==> config.mk <==
export PLATFORM = sky130hd
export DESIGN_NAME = blink_memarb
export DESIGN_NICKNAME = d
export VERILOG_FILES = /design/src/rtl/blink_memarb.sv
export SDC_FILE = /design/constraint.sdc
export NUM_CORES = 1
export LEC_CHECK = 0
export ABC_AREA = 1
export CAP_MARGIN = 20
export CELL_PAD_IN_SITES_DETAIL_PLACEMENT = 2
export CELL_PAD_IN_SITES_GLOBAL_PLACEMENT = 2
export CORE_MARGIN = 8
export CORE_UTILIZATION = 12
export DETAILED_ROUTE_END_ITERATION = 7
export GPL_ROUTABILITY_DRIVEN = 0
export PLACE_DENSITY_LB_ADDON = 0.1
export SYNTH_ARGS = -nofsm -noshare
export SYNTH_HDL_FRONTEND = slang
export SYNTH_SLANG_ARGS = --single-unit
export TNS_END_PERCENT = 50
==> constraint.sdc <==
create_clock -name mck -period 1.3 [get_ports mck]
set_input_delay 0.26 -clock mck [delete_from_list [all_inputs] [get_ports mck]]
set_output_delay 0.26 -clock mck [all_outputs]
set_load 0.005 [all_outputs]
==> src/rtl/blink_memarb.sv <==
// Blink physical memory bus arbiter: Z80 pass-through with LCD plane
// fetches slotted into idle cycles and a WAIT stall when the LCD starves.
module blink_memarb #(
    parameter int STARVE = 6
) (
    input  logic        mck,
    input  logic        rin,
    input  logic [21:0] cpu_ma,
    input  logic        cpu_mrq_n,
    input  logic        cpu_rd_n,
    input  logic        lcd_req,
    input  logic [21:0] lcd_addr,
    input  logic [7:0]  mem_d,
    output logic [21:0] ma,
    output logic        ipce_n,
    output logic        irce_n,
    output logic        se1_n,
    output logic        se2_n,
    output logic        se3_n,
    output logic        roe_n,
    output logic        wrb_n,
    output logic        lcd_vld,
    output logic [7:0]  lcd_data,
    output logic        cpu_wait_n
);

    localparam int SW = $clog2(STARVE + 1);

    typedef enum logic [1:0] {
        IDLE,
        CPU,
        LADR,
        LDAT
    } state_t;

    state_t        state;
    state_t        state_nx;
    logic [SW-1:0] starve;
    logic          lcd_own;
    logic          starved;
    logic          preempt;
    logic          active;

    assign lcd_own = (state == LADR) || (state == LDAT);
    assign starved = (starve == SW'(STARVE));
    // Only stall on a read or the cycle MREQ rises; a write strobe is never cut.
    assign preempt = (state == CPU) && lcd_req && starved &&
                     (cpu_mrq_n || !cpu_rd_n);

    always_comb begin
        state_nx = state;
        unique case (state)
            IDLE: begin
                if (!cpu_mrq_n)
                    state_nx = CPU;
                else if (lcd_req)
                    state_nx = LADR;
            end
            CPU: begin
                if (cpu_mrq_n)
                    state_nx = lcd_req ? LADR : IDLE;
                else if (preempt)
                    state_nx = LADR;
            end
            LADR: state_nx = LDAT;
            LDAT: state_nx = cpu_mrq_n ? IDLE : CPU;
        endcase
    end

    always_ff @(posedge mck) begin
        if (rin) begin
            state      <= IDLE;
            starve     <= '0;
            lcd_data   <= 8'h00;
            lcd_vld    <= 1'b0;
            cpu_wait_n <= 1'b1;
        end else begin
            state   <= state_nx;
            lcd_vld <= (state == LDAT);
            if (state == LDAT)
                lcd_data <= mem_d;
            if (!lcd_req || state_nx == LADR)
                starve <= '0;
            else if (!lcd_own && !starved)
                starve <= starve + SW'(1);
            if (preempt)
                cpu_wait_n <= 1'b0;
            else if (!lcd_own)
                cpu_wait_n <= 1'b1;
        end
    end

    assign ma     = lcd_own ? lcd_addr : cpu_ma;
    assign roe_n  = lcd_own ? 1'b0 : (cpu_mrq_n | cpu_rd_n);
    assign wrb_n  = lcd_own ? 1'b1 : (cpu_mrq_n | !cpu_rd_n);
    assign active = lcd_own | !cpu_mrq_n;

    always_comb begin
        ipce_n = 1'b1;
        irce_n = 1'b1;
        se1_n  = 1'b1;
        se2_n  = 1'b1;
        se3_n  = 1'b1;
        if (active) begin
            unique case (1'b1)
                ma[21:19] == 3'b000: ipce_n = 1'b0;
                ma[21:19] == 3'b001: irce_n = 1'b0;
                ma[21:20] == 2'b01:  se1_n  = 1'b0;
                ma[21:20] == 2'b10:  se2_n  = 1'b0;
                ma[21:20] == 2'b11:  se3_n  = 1'b0;
            endcase
        end
    end

endmodule

== Word-level counts from Yosys, hierarchy flattened ==
Cells that the tools add are included.

* Flip-flop bits (word level): 15
* Bits in latches: 0
* RAM bits: 0
* Memory bits (read-only): 0
* Bits of input ports: 57
* Output and inout bits: 39
* Memories kept: 0

* Add/sub/neg operators: 1
* Multipliers: 0
* Divide/modulo/power cells: 0
* Order comparisons: 0
* Equal/unequal tests: 10
* Shift operators: 0
* Mux-type cells: 22
* Bitwise logic cells: 3
* Reduce and logical (&&, ||, !) cells: 15

{| class="wikitable"
|+ Operator list
! kind !! count
|-
| $mux W22 || 1
|-
| $mux W1 || 15
|-
| $eq A2 B2 Y1 const B || 5
|-
| $mux W2 || 5
|-
| $pmux W2 S4 || 1
|-
| $logic_not A1 Y1 || 5
|-
| $eq A2 B1 Y1 const B || 2
|-
| $logic_and A1 B1 Y1 || 4
|-
| $add A3 B1 Y3 const B || 1
|-
| $eq A3 B1 Y1 const B || 1
|-
| $eq A3 B3 Y1 const B || 1
|-
| $logic_not A3 Y1 || 1
|-
| $logic_or A1 B1 Y1 || 3
|-
| $or A1 B1 Y1 || 3
|-
| $logic_not A2 Y1 || 1
|-
| $ne A2 B1 Y1 const B || 1
|-
| $reduce_or A2 Y1 || 1
|}

== Depth between registers and ports, before layout ==
Gate-level depths: netlist of run 1.

* Depth after elaboration: 10
* Gate-level depth with buffers: 9
* Depth with buffers taken out: 9

== Worst setup path after synthesis of run 1 ==
Ideal clock, no wire load.

* Kind: reg-to-output
* Start point: reg state[1]
* End point: out se3_n
* Data arrival time: 1.019 ns
* Data required time: 1.040 ns
* Path slack: 0.021 ns
* Cell stages (with the launch flop): 8
* Buffers on the path: 2
* Cells stage by stage: dfxtp_1 buf_6 inv_2 buf_6 or2_1 o21ai_2 inv_2 nand3_1

* Cells in the longest elaborated chain, start to end: 6
* Elaborated cells between the ends (all ways): 8

{| class="wikitable"
|+ Ends and longest elaborated chain
! item !! line !! RTL
|-
| start, declared || 36 || <nowiki>state_t state;</nowiki>
|-
| start signal, assigned || 78 || <nowiki>state <= state_nx;</nowiki>
|-
| $eq A2 B2 Y1 || 44 || <nowiki>assign lcd_own = (state == LADR) || (state == LDAT);</nowiki>
|-
| $logic_or A1 B1 Y1 * || 44 ||
|-
| $mux W22 * || 93 || <nowiki>assign ma = lcd_own ? lcd_addr : cpu_ma;</nowiki>
|-
| named net ma[20] || 14 || <nowiki>output logic [21:0] ma,</nowiki>
|-
| $eq A2 B2 Y1 * || 110 || <nowiki>ma[21:20] == 2'b11: se3_n = 1'b0;</nowiki>
|-
| $mux W1 * || 105 || <nowiki>unique case (1'b1)</nowiki>
|-
| $mux W1 * || 104 || <nowiki>if (active) begin</nowiki>
|-
| end, declared || 19 || <nowiki>output logic se3_n,</nowiki>
|}

Mark *: on every way through the listed nets, which the timed path passes. The rest lies on a longest branch.

== Worst setup path in the final report of run 1 ==
* Start point: reg state[1]
* End point: out ipce_n

* Cells in the longest elaborated chain, start to end: 6
* Elaborated cells between the ends (all ways): 8

{| class="wikitable"
|+ Ends and longest elaborated chain
! item !! line !! RTL
|-
| $eq A2 B2 Y1 || 44 ||
|-
| $logic_or A1 B1 Y1 * || 44 ||
|-
| $mux W22 || 93 ||
|-
| $logic_not A3 Y1 || 106 || <nowiki>ma[21:19] == 3'b000: ipce_n = 1'b0;</nowiki>
|-
| $mux W1 || 105 ||
|-
| $mux W1 * || 104 ||
|-
| end, declared || 15 || <nowiki>output logic ipce_n,</nowiki>
|}

Mark *: on every way between the ends. The rest lies on a longest branch, timed or not.

==> results_dict.tcl, run 1 <==
set metrics [dict create \
    slew_violations 0 \
    core-area_um2 7730 \
    arrival_ns 1.31 \
    grt_setup_unrepaired "yes" \
    fmax_mhz 636 \
    port_buffers 95 \
    synth_cells 162 \
    crit_family "buffers and inverters" \
    grt_use_met1_pct 10.7 \
    hold_class "reg2reg" \
    grt.overflow.total 0 \
    clockRootBuffer "clkbuf_8" \
    slowest_stage "dfxtp_4" \
    max_cap_viol_count 0 \
    start_util_pct 12.4 \
    period_share_pct 121 \
    power_per_cell_area_nw_per_um2 694 \
    p_leak_nw 1.17 \
    cts_tree "built" \
    max_slew_margin_pct 80.0 \
    place_ws_ns -0.603 \
    cp.required_ns 1.04 \
    final_hold_viol_count 0 \
    ff_latch_area_um2 304 \
    fin_worst_skew_ns 0.00173 \
    cts_max_path_buffers 2 \
    nFillCells 908 \
    outcome "complete, but fails checks" \
    via_count 1492 \
    first_pass_iters 2 \
    finalWorstSetupSlack_ns -0.273 \
    synth_area_um2 960 \
    avgSynthCellArea_um2 5.92 \
    clk_pin_slew_worst_paths_ns 0.07 \
    grt_start_max_net_pins 11 \
    setup_viol 35 \
    vias_per_cell 3.79 \
    worstSetupStartpointType "flop" \
    cts_made_buffers 3 \
    nets 352 \
    die-area_um2 11100 \
    synth_nets 221 \
    clock_latency_ns 0.25 \
    yosys_warnings 0 \
    worst-slew-pin-transition_ns 0.299 \
    die_y_um 105 \
    dp_hpwl_um 4510 \
    antenna_found_initial 0 \
    critPathCaptureType "primary output" \
    chipWidth_um 105 \
    grt_pass1_wl_um 8960 \
    rows 32 \
    grt_util_met3_pct 4.08 \
    insertedDiodeCount 0 \
    ys_seq_area_share_pct 31.3 \
    critPathBufInv 3 \
    placed_cells 376 \
    min_from "lcd_data[0]$_SDFFE_PP0N_" \
    grt_busiest_layer "met2" \
    fin_util_pct 30.8 \
    critical_path_class "reg2out" \
    violations "setup timing" \
    area_growth_syn_to_layout_pct 148 \
    slowest_delay_ns 0.36 \
    synth_seq_cells 15 \
    yosysUniqueCellTypes 20 \
    cp-startpoint "state[1]$_SDFF_PP0_" \
    period_needed_ns 1.57 \
    synth_top_area_cell "dfxtp_1" \
    pin_count 96 \
    grt_util_met2_pct 17.6 \
    critPathMaxFanout 6 \
    wl_um 5560 \
    drive_above_1_share_pct 35.6 \
    timing.rr.start "state[1]$_SDFF_PP0_" \
    ctsHoldBuffers 0 \
    synth_top_area_share_pct 31.3 \
    drc 0 \
    path_cells "buf_8 > nand2_4 > nand2_4 > a21oi_4 > buf_6 > nand3_2 > buf_6" \
    multi_input_area_um2 658 \
    grt_pass1_vias 1712 \
    numClockSinks 15 \
    wire_per_inst_um 14.1 \
    instances_no_fill 394 \
    grt_usage_pct 9.85 \
    drt_iter0_markers 17 \
    ant_nets 0 \
    ir_worst_vdd_mv 0.211 \
    htree_levels 1 \
    synth_area_leaders "dfxtp_1 31%, nand2_1 28%, nor2_1 8.6%" \
]
area by class of cell:
type,instances,area share [%]
flip-flops and latches,15,12.8
multi-input cells,125,27.6
clock inverters,1,0.210
repair buffers,133,49.8
clock buffers,3,1.73
well taps,102,5.36
inverters,15,2.47
sequential cells by signal (all words and copies together), names as in the netlist:
name and flops:
lcd_data 8, lcd_vld 1, state 2, cpu_wait_n 1, starve 3
power by group:
part           internal, mW  total [mW]  switching, mW
clock network         0.213       0.396          0.184
logic                 0.449       0.759          0.309
registers             0.482       0.496         0.0142
total                  1.14        1.65          0.507
cell usage after synthesis:
cell	instances
a21oi_1	1
a21oi_2	1
buf_2	3
buf_6	2
clkbuf_1	2
dfxtp_1	15
ha_1	2
inv_1	13
inv_2	2
nand2_1	71
nand3_1	7
nand3_2	1
nor2_1	22
o21ai_0	11
o21ai_1	1
o21ai_2	2
o21bai_2	1
o22ai_1	1
or2_1	2
xor2_1	2
routing by layer:
layer | routed length, um | vias up
met3 | 480 | 2
li1 | - | 752
met5 | 0 | -
met2 | 2830 | 53
met4 | 27 | 0
met1 | 2230 | 685
logic make-up after synthesis:
kind of cell	share of synthesized area (%)
and+or+nand+nor	42.4
buffers and inverters	10.6
AOI/OAI and AO/OA	11.3
DFF	31.3
xor gates and xnor gates	1.83
adders and majority gates	2.61
tightest hold or removal path, stage by stage (launching register included):
cell	delay, ns
dfxtp_1	0.32
nor2_1	0.05
nor2_1	0.08
layout by cell type, fill, tap and decap left out, types with 3 or more instances in the layout:
| master | synthesis | routed |
|---|---|---|
| clkbuf_8 | 0 | 3 |
| dfxtp_1 | 15 | 14 |
| buf_8 | 0 | 4 |
| nor2_1 | 22 | 22 |
| nand3_1 | 7 | 6 |
| dlygate4sd2_1 | 0 | 11 |
| buf_6 | 2 | 11 |
| nand2_2 | 0 | 19 |
| o21ai_0 | 11 | 9 |
| clkdlybuf4s50_1 | 0 | 55 |
| nand2_1 | 71 | 50 |
| buf_2 | 3 | 25 |
| inv_1 | 13 | 13 |
| buf_4 | 0 | 23 |
stage by stage:
step	hold slack [ns]	setup TNS, ns	power [mW]	area (um^2)
2_1_floorplan	0.329	0	0.714	960
3_3_place_gp	0.467	-12.92	1.20	2170
3_5_place_dp	0.482	-13.25	1.21	2170
4_1_cts	0.493	-6.44	1.66	2310
5_1_grt	0.521	-9.04	1.79	2380
6_report	0.486	-6.16	1.65	2380
path summary, 6_finish.rpt:
| path | end | cells past startpoint | slack, ns |
|---|---|---|---|
| setup / recovery | ipce_n | 7 | -0.27 |
| hold reg to reg | lcd_data[0]$_SDFFE_PP0N_ | 2 | 0.49 |
| hold / removal | lcd_data[0]$_SDFFE_PP0N_ | 2 | 0.49 |
| setup reg to reg | starve[2]$_SDFFE_PP0P_ | 9 | -0.13 |
repair_timing:
item                                    CTS  global route
buffers inserted                         11             2
gates cloned                              1             0
resized for setup                       160            20
endpoints found under the setup margin   45            42
pin swaps                                12             1
endpoints found under the hold margin     0             0
Power figures use the tool's default switching activity.
==> run 2: changes to the inputs <==
- PLACE_DENSITY: unset -> 0.85
- PLACE_DENSITY_LB_ADDON: 0.1 -> unset
==> results_dict.tcl, run 2 (synthesis gave the netlist of run 1 again) <==
set metrics [dict create \
    final_hold_viol_count 0 \
    largest-register "lcd_data" \
    start_util_pct 12.4 \
    outcome "complete, but fails checks" \
    grt_start_max_net_pins 15 \
    arrival_ns 1.36 \
    power.share.combinational_pct 46.0 \
    hold_class "reg2reg" \
    clockPowerShare_pct 23.5 \
    place_ws_ns -0.616 \
    wire_per_inst_um 15.8 \
    crit_family "flip-flops" \
    drc 0 \
    hold-worst-slack_ns 0.485 \
    hold_end "lcd_data[4]$_SDFFE_PP0N_" \
    largest_register_ffs 8 \
    critPathCaptureType "primary output" \
    period_share_pct 125 \
    htree_levels 1 \
    slowest_stage "dfxtp_4" \
    layout_common_cells "54 x clkdlybuf4s50_1, 46 x nand2_1, 22 x nor2_1, 22 x buf_2, 21 x nand2_2" \
    path_cells "inv_8 > or2_1 > o21ai_2 > buf_4 > nand3_2 > buf_2" \
    dp_hpwl_um 4880 \
    p_leak_nw 1.14 \
    clk_pin_slew_worst_paths_ns 0.06 \
    die_y_um 105 \
    drive_above_1_share_pct 36.1 \
    min_from "lcd_data[4]$_SDFFE_PP0N_" \
    worst-slew-pin-transition_ns 0.269 \
    ant_nets 0 \
    worstHoldPathCells 2 \
    die-area_um2 11100 \
    antenna_found_initial 0 \
    reg_top3 "lcd_data: 8 flops, starve: 3 flops, state: 2 flops" \
    numClockSinks 15 \
    slowest_delay_ns 0.39 \
    finalWorstSetupSlack_ns -0.320 \
    cts_max_path_buffers 2 \
    ff2ff_path_depth 9 \
    power.internal_mw 1.12 \
    cts_tree "built" \
    rows 32 \
    swShare_pct 31.5 \
    reg2reg_setup_slack_ns -0.11 \
    drt_iter0_markers 46 \
    ir_worst_vdd_mv 0.262 \
    period_needed_ns 1.62 \
    pin_count 96 \
    fin_util_pct 30.2 \
    power_per_cell_area_nw_per_um2 701 \
    clockRootBuffer "clkbuf_8" \
    vias_per_cell 3.89 \
    critPathBufInv 3 \
    wl_um 6040 \
    timing.rr.start "state[1]$_SDFF_PP0_" \
    cp.required_ns 1.04 \
    nets 340 \
    violations "setup timing" \
    max_slew_margin_pct 82.1 \
    cts_made_buffers 3 \
    ctsHoldBuffers 0 \
    core-area_um2 7730 \
    area_growth_syn_to_layout_pct 144 \
    grt_usage_pct 10.4 \
    grt_pass1_wl_um 9240 \
    first_pass_iters 3 \
    slew_violations 0 \
    r2r_end "starve[0]$_SDFFE_PP0P_" \
    p_seq_share_pct 30.5 \
    max_cap_viol_count 0 \
    setup_tns_ns -5.82 \
    port_buffers 95 \
    grt_setup_unrepaired "yes" \
    chipWidth_um 105 \
    critical_path_class "reg2out" \
    clock_latency_ns 0.25 \
    total_power_mw 1.64 \
    nFillCells 900 \
    worstSetupStartpointType "flop" \
    via_count 1485 \
    layout_commonest_cell "clkdlybuf4s50_1" \
    grt.overflow.total 0 \
    p_switching_mw 0.517 \
    insertedDiodeCount 0 \
    fin_worst_skew_ns 0.00194 \
    critPathMaxFanout 7 \
    setup_viol 40 \
    fmax_mhz 617 \
    grt_pass1_vias 1720 \
]
[run 2: area by class of cell]
type / instances / area (um^2) / share of cell area, %
clock buffers: 3 / 41.3 / 1.77
clock inverters: 1 / 5.00 / 0.214
inverters: 15 / 63.8 / 2.73
multi-input cells: 125 / 692 / 29.6
flip-flops and latches: 15 / 305 / 13.1
well taps: 102 / 128 / 5.46
repair buffers: 121 / 1100 / 47.2
[run 2: what timing repair did]
| action | in CTS | in global routing |
|---|---|---|
| cloned | 1 | 0 |
| setup buffers | 9 | 4 |
| endpoints found under the setup margin | 42 | 43 |
| resized for setup | 171 | 30 |
| pin swaps | 11 | 5 |
[run 2: worst max path at each step]
stage	startpoint	endpoint	slack, ns	depth (start not counted)
after detailed placement	lcd_addr[20]	se3_n	-0.62	6
final	state[1]$_SDFF_PP0_	ipce_n	-0.32	6
after floorplan	state[1]$_SDFF_PP0_	se3_n	0.02	7
after CTS	state[1]$_SDFF_PP0_	irce_n	-0.33	6
after global routing	state[1]$_SDFF_PP0_	ipce_n	-0.37	6
after global placement	lcd_addr[20]	se3_n	-0.57	6
[run 2: tightest hold or removal path: stages, from the launching register on]
cell and delay (ns):
dfxtp_1 0.33, nor2_1 0.05, nor2_1 0.08
[run 2: metrics by stage]
step                std cells  instance area (um^2)
floorplan                 162                   960
global placement          365                  2100
detailed placement        365                  2100
CTS                       379                  2230
global route              382                  2340
finish                    382                  2340
[run 2: power groups by stage]
stage	clock, mW	sequential [mW]	combinational (mW)
after floorplan	0	0.505	0.209
after global placement	0	0.504	0.661
after detailed placement	0	0.507	0.684
after CTS	0.409	0.500	0.708
after global routing	0.424	0.503	0.819
final	0.385	0.500	0.754
[run 2: per-layer routing]
layer / GRT usage [%] / wire (um) / vias to the layer above
li1: - / - / 733
met4: 3.47 / 40 / 0
met1: 10.4 / 2130 / 722
met5: 0 / 0 / -
met2: 21.2 / 3700 / 28
met3: 1.28 / 168 / 2
==> run 3: changes to the inputs <==
- REMOVE_ABC_BUFFERS: unset -> 1
==> results_dict.tcl, run 3 (synthesis gave the netlist of run 1 again) <==
set metrics [dict create \
    r2r_end "starve[0]$_SDFFE_PP0P_" \
    cts_max_path_buffers 2 \
    nFillCells 908 \
    layout_commonest_cell "clkdlybuf4s50_1" \
    critPathCaptureType "primary output" \
    die_y_um 105 \
    grt_pass1_vias 1842 \
    numClockSinks 15 \
    ff2ff_path_depth 8 \
    reg_top3 "lcd_data: 8 flops, starve: 3 flops, state: 2 flops" \
    violations "setup timing" \
    die-area_um2 11100 \
    fin_worst_skew_ns 0.00181 \
    first_pass_iters 4 \
    drive_above_1_share_pct 36.8 \
    power_per_cell_area_nw_per_um2 691 \
    critical_path_class "reg2out" \
    instances_no_fill 387 \
    endpoint "irce_n" \
    rows 32 \
    worst-slew-pin-transition_ns 0.247 \
    grt.overflow.total 0 \
    ir_worst_vdd_mv 0.224 \
    outcome "complete, but fails checks" \
    vias_per_cell 3.86 \
    grt_setup_unrepaired "yes" \
    total_power_mw 1.64 \
    final_hold_viol_count 0 \
    p_leak_nw 1.15 \
    cts_made_buffers 3 \
    nets 345 \
    wl_um 5580 \
    drc 0 \
    via_count 1495 \
    critPathMaxFanout 7 \
    drt_iter0_markers 15 \
    place_ws_ns -0.645 \
    hold_class "reg2reg" \
    antenna_found_initial 0 \
    max_slew_margin_pct 83.5 \
    period_needed_ns 1.58 \
    setup_viol 29 \
    worstSetupStartpointType "flop" \
    setup_tns_ns -5.49 \
    reg2reg_setup_slack_ns 0.02 \
    area_growth_syn_to_layout_pct 147 \
    wire_per_inst_um 14.4 \
    fmax_mhz 634 \
    finalWorstSetupSlack_ns -0.278 \
    post_dp_cell_area_um2 2140 \
    timing.rr.start "state[1]$_SDFF_PP0_" \
    start_util_pct 12.4 \
    hold-worst-slack_ns 0.481 \
    placed_cells 371 \
    htree_levels 1 \
    ctsHoldBuffers 0 \
    arrival_ns 1.32 \
    clockRootBuffer "clkbuf_8" \
    grt_pass1_wl_um 8940 \
    clk_pin_slew_worst_paths_ns 0.06 \
    slew_violations 0 \
    pin_count 96 \
    fin_util_pct 30.7 \
    core-area_um2 7730 \
    cts_tree "built" \
    largest-register "lcd_data" \
    insertedDiodeCount 0 \
    cp.required_ns 1.04 \
    largest_register_ffs 8 \
    port_buffers 95 \
    clock_latency_ns 0.24 \
    grt_usage_pct 9.86 \
    layout_common_cells "54 x clkdlybuf4s50_1, 44 x nand2_1, 23 x nand2_2" \
    fin_area_um2 2370 \
    ant_nets 0 \
    cp-startpoint "state[1]$_SDFF_PP0_" \
    grt_start_max_net_pins 13 \
    period_share_pct 121 \
    chipWidth_um 105 \
    dp_hpwl_um 4670 \
    max_cap_viol_count 0 \
]
-- run 3: how the worst min path moves through the flow --
stage	from	endpoint	slack (ns)	depth (start not counted)
3_3_place_gp	lcd_data[4]$_SDFFE_PP0N_	lcd_data[4]$_SDFFE_PP0N_	0.46	2
4_1_cts	lcd_data[2]$_SDFFE_PP0N_	lcd_data[2]$_SDFFE_PP0N_	0.49	2
3_5_place_dp	lcd_data[2]$_SDFFE_PP0N_	lcd_data[2]$_SDFFE_PP0N_	0.48	2
2_1_floorplan	rin	state[0]$_SDFF_PP0_	0.33	1
6_report	lcd_data[6]$_SDFFE_PP0N_	lcd_data[6]$_SDFFE_PP0N_	0.48	2
5_1_grt	lcd_data[4]$_SDFFE_PP0N_	lcd_data[4]$_SDFFE_PP0N_	0.52	2
-- run 3: final cells by class --
type	count	area (um^2)	area share (%)
inverters	15	61.3	2.58
multi-input cells	125	687	28.9
well taps	102	128	5.37
repair buffers	126	1150	48.3
clock buffers	4	45.0	1.90
flip-flops and latches	15	307	12.9
-- run 3: worst max-delay path, stage by stage (launching register included) --
cell and delay [ns]:
dfxtp_4 0.37, buf_8 0.14, nand2_4 0.06, nand2_4 0.06, a21oi_2 0.12, buf_4 0.13, nand3_2 0.06, buf_6 0.12
-- run 3: what timing repair did --
item	4_1_cts	5_1_grt
resized for setup	173	18
setup buffers	11	2
pin swaps	12	2
endpoints found under the setup margin	45	34
-- run 3: report_power, final --
| group | switching, mW | internal, mW | leakage (nW) |
|---|---|---|---|
| Clock | 0.159 | 0.217 | 0.0228 |
| Combinational | 0.322 | 0.443 | 1.00 |
| Sequential | 0.0169 | 0.483 | 0.123 |
-- run 3: per-layer routing --
metal | up-vias | wire length, um | GRT usage, %
met1 | 671 | 2060 | 10.0
met2 | 83 | 2660 | 16.8
met3 | 0 | 866 | 6.88
li1 | 741 | - | -
met5 | - | 0 | 0
met4 | 0 | 0 | 0.917
